**config.mk**
```make
export PLATFORM = sky130hd
export DESIGN_NAME = pe_acc_drain_flat
export DESIGN_NICKNAME = d
export VERILOG_FILES = /design/src/rtl/pe_acc_drain_if.sv /design/src/rtl/pe_acc_drain.sv /design/src/flat_wrapper.sv
export SDC_FILE = /design/constraint.sdc
export NUM_CORES = 1
export LEC_CHECK = 0
export BUFFER_PORTS_ARGS = -buffer_cell sky130_fd_sc_hd__buf_4
export CAP_MARGIN = 15
export CORE_MARGIN = 2
export CORE_UTILIZATION = 40
export DETAILED_ROUTE_END_ITERATION = 6
export HOLD_SLACK_MARGIN = 0.15
export PLACE_DENSITY_LB_ADDON = 0.3
export SYNTH_ARGS = -nofsm -noshare
export SYNTH_HDL_FRONTEND = slang
export SYNTH_SLANG_ARGS = --single-unit
```
**constraint.sdc**
```tcl
create_clock -name clk -period 3.32 [get_ports clk]
set_clock_uncertainty 0.15 [all_clocks]
set_input_delay 0.166 -clock clk [delete_from_list [all_inputs] [get_ports clk]]
set_output_delay 0.166 -clock clk [all_outputs]
set_load 0.03 [all_outputs]
```
**src/rtl/pe_acc_drain_if.sv**
```systemverilog
// Stream bundle for pe_acc_drain.
//   Input side : in_vld_i / in_rdy_o / acc_i  (ACC_BW-bit signed accumulator results)
//   Output side: out_vld_o / out_rdy_i / out_data_o / out_last_o (MUL_BW-bit quantised beats)
// The slave modport is the drain stage; the master modport is the PE column plus consumer.
interface pe_acc_drain_if #(
    parameter int ACC_BW = 32,
    parameter int MUL_BW = 16
);
    logic              in_vld_i;
    logic              in_rdy_o;
    logic [ACC_BW-1:0] acc_i;
    logic              out_vld_o;
    logic              out_rdy_i;
    logic [MUL_BW-1:0] out_data_o;
    logic              out_last_o;

    modport slave (
        input  in_vld_i, acc_i, out_rdy_i,
        output in_rdy_o, out_vld_o, out_data_o, out_last_o
    );

    modport master (
        output in_vld_i, acc_i, out_rdy_i,
        input  in_rdy_o, out_vld_o, out_data_o, out_last_o
    );
endinterface

```
**src/rtl/pe_acc_drain.sv**
```systemverilog
// Output-drain stage behind a PE column. Accumulator results (2*FRA_BW fraction bits)
// are ReLU'd (optional), rounded half-up to FRA_BW fraction bits, saturated to the
// signed INT_BW.FRA_BW range, sign-extended to MUL_BW and streamed out through a FIFO
// with a tile-boundary last flag.
// Ports:
//   clk, rst_n   clock, asynchronous active-low reset
//   clear_i      synchronous flush of pipeline, FIFO, beat counter and sat counter
//   relu_i       force negative results to zero before rounding
//   tile_len_i   beats per tile (0 behaves as 1)
//   sat_cnt_o    saturating count of clipped inputs
//   bus          stream interface (slave side): input and output handshakes
module pe_acc_drain #(
    parameter int INT_BW = 5,
    parameter int FRA_BW = 3,
    parameter int MUL_BW = 16,
    parameter int ACC_BW = 32,
    parameter int DEPTH  = 8,
    parameter int LEN_BW = 8
) (
    input  logic              clk,
    input  logic              rst_n,
    input  logic              clear_i,
    input  logic              relu_i,
    input  logic [LEN_BW-1:0] tile_len_i,
    output logic [15:0]       sat_cnt_o,
    pe_acc_drain_if.slave     bus
);
    localparam int AW    = $clog2(DEPTH);
    localparam int PTR_W = AW + 1;
    localparam int Q_W   = INT_BW + FRA_BW;
    localparam logic signed [ACC_BW:0] SAT_MAX  = (ACC_BW+1)'((1 << Q_W) - 1);
    localparam logic signed [ACC_BW:0] SAT_MIN  = -(ACC_BW+1)'(1 << Q_W);
    localparam logic signed [ACC_BW:0] RND_HALF = (ACC_BW+1)'(1 << (FRA_BW-1));

    logic signed [ACC_BW-1:0] v;
    logic signed [ACC_BW:0]   v_rnd;
    logic signed [ACC_BW:0]   r;
    logic signed [ACC_BW:0]   q;
    logic                     q_sat;

    logic              s1_vld;
    logic [MUL_BW-1:0] s1_data;
    logic [PTR_W-1:0]  wr_ptr;
    logic [PTR_W-1:0]  rd_ptr;
    logic [PTR_W-1:0]  fifo_cnt;
    logic [PTR_W:0]    fill;
    logic [MUL_BW-1:0] mem [DEPTH];
    logic [MUL_BW-1:0] hold_q;
    logic [LEN_BW-1:0] beat;
    logic [LEN_BW-1:0] len_m1;
    logic              in_fire;
    logic              out_fire;

    // Rounding is done one bit wider than the accumulator so the +half cannot wrap.
    always_comb begin
        v = $signed(bus.acc_i);
        if (relu_i && bus.acc_i[ACC_BW-1]) begin
            v = '0;
        end
        v_rnd = $signed({v[ACC_BW-1], v}) + RND_HALF;
        r     = v_rnd >>> FRA_BW;
        q     = r;
        q_sat = 1'b0;
        if (r > SAT_MAX) begin
            q     = SAT_MAX;
            q_sat = 1'b1;
        end else if (r < SAT_MIN) begin
            q     = SAT_MIN;
            q_sat = 1'b1;
        end
    end

    // Ready looks only at registered occupancy, counting the beat still in s1,
    // so a beat accepted now always has a free FIFO slot when it leaves s1.
    assign fifo_cnt     = wr_ptr - rd_ptr;
    assign fill         = {1'b0, fifo_cnt} + {{PTR_W{1'b0}}, s1_vld};
    assign bus.in_rdy_o = fill < (PTR_W+1)'(DEPTH);
    assign in_fire      = bus.in_vld_i & bus.in_rdy_o;

    assign bus.out_vld_o = fifo_cnt != '0;
    assign out_fire      = bus.out_vld_o & bus.out_rdy_i;

    // When empty, show the last word popped (hold_q) rather than a stale slot.
    assign bus.out_data_o = bus.out_vld_o ? mem[rd_ptr[AW-1:0]] : hold_q;

    // ">=" lets a counter left beyond a newly shortened tile close the tile on its next beat.
    assign len_m1         = (tile_len_i == '0) ? '0 : tile_len_i - LEN_BW'(1);
    assign bus.out_last_o = bus.out_vld_o & (beat >= len_m1);

    always_ff @(posedge clk or negedge rst_n) begin
        if (!rst_n) begin
            s1_vld    <= 1'b0;
            s1_data   <= '0;
            wr_ptr    <= '0;
            rd_ptr    <= '0;
            hold_q    <= '0;
            beat      <= '0;
            sat_cnt_o <= '0;
        end else if (clear_i) begin
            s1_vld    <= 1'b0;
            s1_data   <= '0;
            wr_ptr    <= '0;
            rd_ptr    <= '0;
            hold_q    <= '0;
            beat      <= '0;
            sat_cnt_o <= '0;
        end else begin
            s1_vld <= in_fire;
            if (in_fire) begin
                s1_data <= q[MUL_BW-1:0];
                if (q_sat && (sat_cnt_o != 16'hFFFF)) begin
                    sat_cnt_o <= sat_cnt_o + 16'd1;
                end
            end
            if (s1_vld) begin
                wr_ptr <= wr_ptr + PTR_W'(1);
            end
            if (out_fire) begin
                rd_ptr <= rd_ptr + PTR_W'(1);
                hold_q <= mem[rd_ptr[AW-1:0]];
                beat   <= bus.out_last_o ? '0 : beat + LEN_BW'(1);
            end
        end
    end

    // Storage needs no reset: pointers define which slots are meaningful.
    always_ff @(posedge clk) begin
        if (s1_vld && !clear_i) begin
            mem[wr_ptr[AW-1:0]] <= s1_data;
        end
    end
endmodule

```
**src/flat_wrapper.sv**
```systemverilog
// flat-port wrapper written by rule: the top's interface ports become plain ports
module pe_acc_drain_flat 
#(
    parameter int INT_BW = 5,
    parameter int FRA_BW = 3,
    parameter int MUL_BW = 16,
    parameter int ACC_BW = 32,
    parameter int DEPTH  = 8,
    parameter int LEN_BW = 8
)
  (clk, rst_n, clear_i, relu_i, tile_len_i, sat_cnt_o, bus_in_vld_i, bus_acc_i, bus_out_rdy_i, bus_in_rdy_o, bus_out_vld_o, bus_out_data_o, bus_out_last_o);
  pe_acc_drain_if #(.ACC_BW(ACC_BW), .MUL_BW(MUL_BW)) bus_i ();
  input  logic clk;
  input  logic rst_n;
  input  logic clear_i;
  input  logic relu_i;
  input  logic [LEN_BW-1:0] tile_len_i;
  output logic [15:0] sat_cnt_o;
  input wire logic [$bits(bus_i.in_vld_i)-1:0] bus_in_vld_i;
  input wire logic [$bits(bus_i.acc_i)-1:0] bus_acc_i;
  input wire logic [$bits(bus_i.out_rdy_i)-1:0] bus_out_rdy_i;
  output wire logic [$bits(bus_i.in_rdy_o)-1:0] bus_in_rdy_o;
  output wire logic [$bits(bus_i.out_vld_o)-1:0] bus_out_vld_o;
  output wire logic [$bits(bus_i.out_data_o)-1:0] bus_out_data_o;
  output wire logic [$bits(bus_i.out_last_o)-1:0] bus_out_last_o;
  assign bus_i.in_vld_i = bus_in_vld_i;
  assign bus_i.acc_i = bus_acc_i;
  assign bus_i.out_rdy_i = bus_out_rdy_i;
  assign bus_in_rdy_o = bus_i.in_rdy_o;
  assign bus_out_vld_o = bus_i.out_vld_o;
  assign bus_out_data_o = bus_i.out_data_o;
  assign bus_out_last_o = bus_i.out_last_o;
  pe_acc_drain #(.INT_BW(INT_BW), .FRA_BW(FRA_BW), .MUL_BW(MUL_BW), .ACC_BW(ACC_BW), .DEPTH(DEPTH), .LEN_BW(LEN_BW)) u_core (.clk(clk), .rst_n(rst_n), .clear_i(clear_i), .relu_i(relu_i), .tile_len_i(tile_len_i), .sat_cnt_o(sat_cnt_o), .bus(bus_i));
endmodule
```
==> reports/results.env <==
SYNTHESIZED_NETS=811
TRITONCTS_CLOCK_TREE='yes'
SETUP_VIOL=0
SYNTH-ASYNC-RESET-RATIO=0.337
VIA_PER_INSTANCE_RATIO=5.36
POWER_REPORT.INTERNAL_TOTAL_mW=5.15
FINALSETUPTNS_NS=0
DRIVE_GT1_FRAC=0.270
YOSYSSEQAREASHARE=0.570
GRT_MAX_DEGREE=66
REQUIRED_TIME_OF_THE_WORST_SETUP_PATH_NS=3.49
SYNTH_FF_TYPE='edfxtp_1'
CTS_NUM_SINKS=193
HOLD_VIOL=0
WIRE_PER_INST_UM=17.3
SW_FRAC_OF_TOTAL=0.356
DRT_ITER0_DRC=505
POST_LAYOUT_NETS=943
WORSTREG2REGSTART='u_core.wr_ptr[1]'
SYNTHESIZED_AREA_PER_CELL_UM2=12.9
COMB_POWER_SHARE=0.363
POST-ROUTE-MIN-PERIOD_NS=3.16
HOLD-PATH-CELL-COUNT=5
WHS_ENDPOINT='u_core.s1_data[7]'
TIMING.SETUP.CRITICAL_PATH_CLASS='in -> reg'
FILLERINSTANCES=2099
ROUTE.VIAS.TOTAL=6480
FP.COREAREA_MM2=0.0235
PERIOD_SHARE=0.953
SLEW_VIOL_FINAL=0
INITIAL_UTILIZATION=0.408
CLKLATENCYLATEPIN_NS=0.44
FIRST_PASS_ITERS=5
GRT_FIRST_PASS_WIRELENGTH_UM=33500
DIE_WIDTH_UM=159
ROUTE.FINAL.WIRE_LENGTH_UM=20900
NUMBER_OF_BUFFERS_ON_THE_LONGEST_CLOCK_PATH=2
GRT_ANTENNA_BEFORE_REPAIR=0
CELLPOWERDENSITY_mW_PER_MM2=685
SYNTHESIS.INSTANCES=747
REG2REG_DEPTH=10
CRITPATHMAXFANOUT=18
OUTCOME='complete, no violations'
FINAL_ANTENNA_NET_COUNT=0
GPL_WTD_CONG=0.881
CTSHTREEMAXLEVEL=4
MULTI_INPUT_AREA_MM2=0.00395
POWER.TOTAL_mW=8.00
HP-START='bus_acc_i[31]'
GRT_REMAINING_OVERFLOW=0
POWER.SWITCHING_mW=2.85
POWER.SHARE.SEQUENTIAL=0.382
GRT_PASS1_VIAS=6256
NUMBER_OF_SYNTHESIZED_REGISTER_BITS=193
PEAK_CLOCK_FREQUENCY_SUPPORTED_BY_TIMING_MHz=316
PORTBUFFERS=78
NUM_IO_PINS=81
DIE_FOOTPRINT_MM2=0.0253
SYNTH_ENABLE_FLOP_CELLS=128
REG2REG_SETUP_SLACK_NS=0.19
CHIPHEIGHT_UM=159
SYNTH.LIB_CELLS_USED.DISTINCT=62
POWER.LEAKAGE_nW=4.61
AREA_GROWTH_PCT=21.5
TIMING.CRITICAL_PATH.TO_TYPE='flip-flop'
CAP_VIOL_MAX_COUNT=0
MAX_SLEW.WORST_PIN.SLEW_NS=0.895
N_ANTENNA_CELL=0
CTS.ROOT.BUFFER_CELL='clkbuf_16'
CRITICAL_PATH.STARTPOINT_TYPE='input port'
ROW_COUNT=56
MAPPEDNETLISTAREA_MM2=0.00960
PEAKVDDDROP_uV=583
CP_DATA_ARRIVAL_TIME_NS=3.33
REMAINING_DESIGN_RULE_VIOLATION_COUNT=0
FF_LATCH_AREA_MM2=0.00547
CTS_INSERTED_BUFFERS=17
TIMING.MAX_SLEW.REL_SLACK=0.403
CLK_TRANSITION_REPORTED_PATHS_NS=0.07
GRT_USAGE=0.167
DETAILEDPLACEMENTHPWL_UM=13800
CLOCK_POWER_SHARE=0.255
YS.WARNINGS.COUNT=0
WORST_R2R_ENDPOINT='u_core.sat_cnt_o[15]'
WORST_HOLD_CLASS='in -> reg'
[per-layer routing]
layer,share of wire,routed length [um],vias to the layer above,global-route usage
met3,0.042,873,19,0.0266
met1,0.46,9620,3194,0.231
li1,-,-,3126,-
met4,0.011,231,0,0.0500
met2,0.49,10200,141,0.272
met5,0,0,-,0
[power by group through the flow]
stage	sequential [mW]	clock [mW]	combinational [mW]
final	3.05	2.04	2.90
after global routing	3.09	2.18	3.14
after CTS	3.05	2.08	2.88
after detailed placement	3.10	0	2.85
after global placement	3.09	0	2.83
after floorplan	3.05	0	1.95
[layout make-up]
cell class	instances	share of cell area
sequential	193	0.469
multi-input combinational	505	0.338
clock buffer	17	0.0364
tap	319	0.0342
inverter	13	0.00418
clock inverter	14	0.0147
timing repair buffer	149	0.103
[kinds of logic after synthesis]
logic type | Yosys count | share of synthesized area
compound gates | 115 | 0.0829
xor+xnor | 32 | 0.0292
fa+ha+maj | 18 | 0.0242
buf+inv | 49 | 0.0233
flops | 193 | 0.570
mux | 66 | 0.117
simple gates | 274 | 0.153
[synthesized netlist by cell type (13+ instances only)]
master / n / share of area
a211oi_1: 18 / 0.014
a21o_1: 13 / 0.010
a21oi_1: 31 / 0.016
clkbuf_1: 21 / 0.0082
dfrtp_1: 65 / 0.17
edfxtp_1: 128 / 0.40
ha_1: 17 / 0.022
mux2_4: 13 / 0.020
mux2i_1: 20 / 0.021
mux4_2: 32 / 0.075
nand2_1: 44 / 0.017
nand3_1: 31 / 0.016
nand4_1: 18 / 0.012
nor2_1: 83 / 0.032
nor2b_1: 15 / 0.0098
nor4_1: 13 / 0.0085
xnor2_1: 17 / 0.016
xor2_1: 15 / 0.014
[flip-flops by register name, summed over array words and instances, names as in the netlist]
signal and cells:
u_core.sat_cnt_o 16, u_core.mem 128, u_core.hold_q 16, u_core.rd_ptr 4
u_core.wr_ptr 4, u_core.s1_data 16, u_core.beat 8, u_core.s1_vld 1
[worst max-delay path, stage by stage]
cell	delay, ns
dlygate4sd3_1	0.52
buf_4	0.14
nand3_2	0.17
nor3_1	0.21
buf_4	0.18
nand4_1	0.10
mux2_1	0.34
a311oi_1	0.37
nor4_2	0.10
o211a_1	0.17
buf_12	0.16
nor4_1	0.37
mux2_4	0.34
[through the flow]
stage                      util  instance area, um^2  instances  setup WS, ns  hold slack (ns)
after detailed placement  0.461                10800       1160        -0.127            0.194
after global routing      0.496                11700       1210       -0.0256            0.231
final                     0.496                11700       1210         0.157            0.201
after global placement    0.461                10800       1160       -0.0680            0.200
after CTS                 0.492                11600       1206         0.119            0.193
after floorplan               -                 9610        747       0.00998           -0.280
[layout by cell type, fill, tap and decap left out, types with 4 or more instances in the layout]
| cell | netlist | layout |
|---|---|---|
| nand2_1 | 44 | 43 |
| ha_1 | 17 | 17 |
| nand4_1 | 18 | 18 |
| nand3_1 | 31 | 29 |
| mux2i_1 | 20 | 20 |
| inv_1 | 12 | 12 |
| nor4_1 | 13 | 12 |
| o21ai_0 | 8 | 8 |
| a21oi_1 | 31 | 31 |
| inv_6 | 0 | 4 |
| a22o_1 | 4 | 4 |
| buf_4 | 2 | 130 |
| xor2_1 | 15 | 15 |
| mux4_2 | 32 | 32 |
| dlygate4sd3_1 | 0 | 15 |
| nand2b_1 | 7 | 7 |
| edfxtp_1 | 128 | 128 |
| xnor2_1 | 17 | 17 |
| o31ai_1 | 5 | 5 |
| nor4_2 | 3 | 4 |
| or4_1 | 4 | 4 |
| nor2_1 | 83 | 81 |
| a211oi_1 | 18 | 18 |
| a31oi_1 | 6 | 6 |
| o211ai_1 | 8 | 8 |
| nand3_2 | 2 | 4 |
| a21o_1 | 13 | 13 |
| nor3_1 | 12 | 10 |
| clkbuf_16 | 0 | 18 |
| and3_1 | 12 | 12 |
| dfrtp_1 | 65 | 63 |
| and2_1 | 5 | 5 |
| nor3_2 | 3 | 5 |
| or3_1 | 7 | 7 |
| nor2b_1 | 15 | 15 |
| mux2_4 | 13 | 13 |
[worst max path at each step]
| stage | depth (start not counted) | slack, ns | start | end |
|---|---|---|---|---|
| after floorplan | 13 | 0.01 | u_core.rd_ptr[1] | u_core.sat_cnt_o[15] |
| after global placement | 14 | -0.07 | relu_i | u_core.sat_cnt_o[11] |
| after detailed placement | 15 | -0.13 | relu_i | u_core.sat_cnt_o[12] |
| after CTS | 12 | 0.12 | bus_acc_i[9] | u_core.sat_cnt_o[4] |
| after global routing | 12 | -0.03 | u_core.rd_ptr[1] | bus_out_data_o[13] |
| final | 13 | 0.16 | bus_acc_i[6] | u_core.sat_cnt_o[12] |
[repair_timing]
| action | in CTS | in global routing |
|---|---|---|
| buffers inserted | 0 | 3 |
| endpoints found under the hold margin | 90 | 0 |
| hold buffers | 15 | 0 |
| resized for setup | 0 | 9 |
| endpoints found under the setup margin | 0 | 40 |
(Power assumes the default switching activity.)
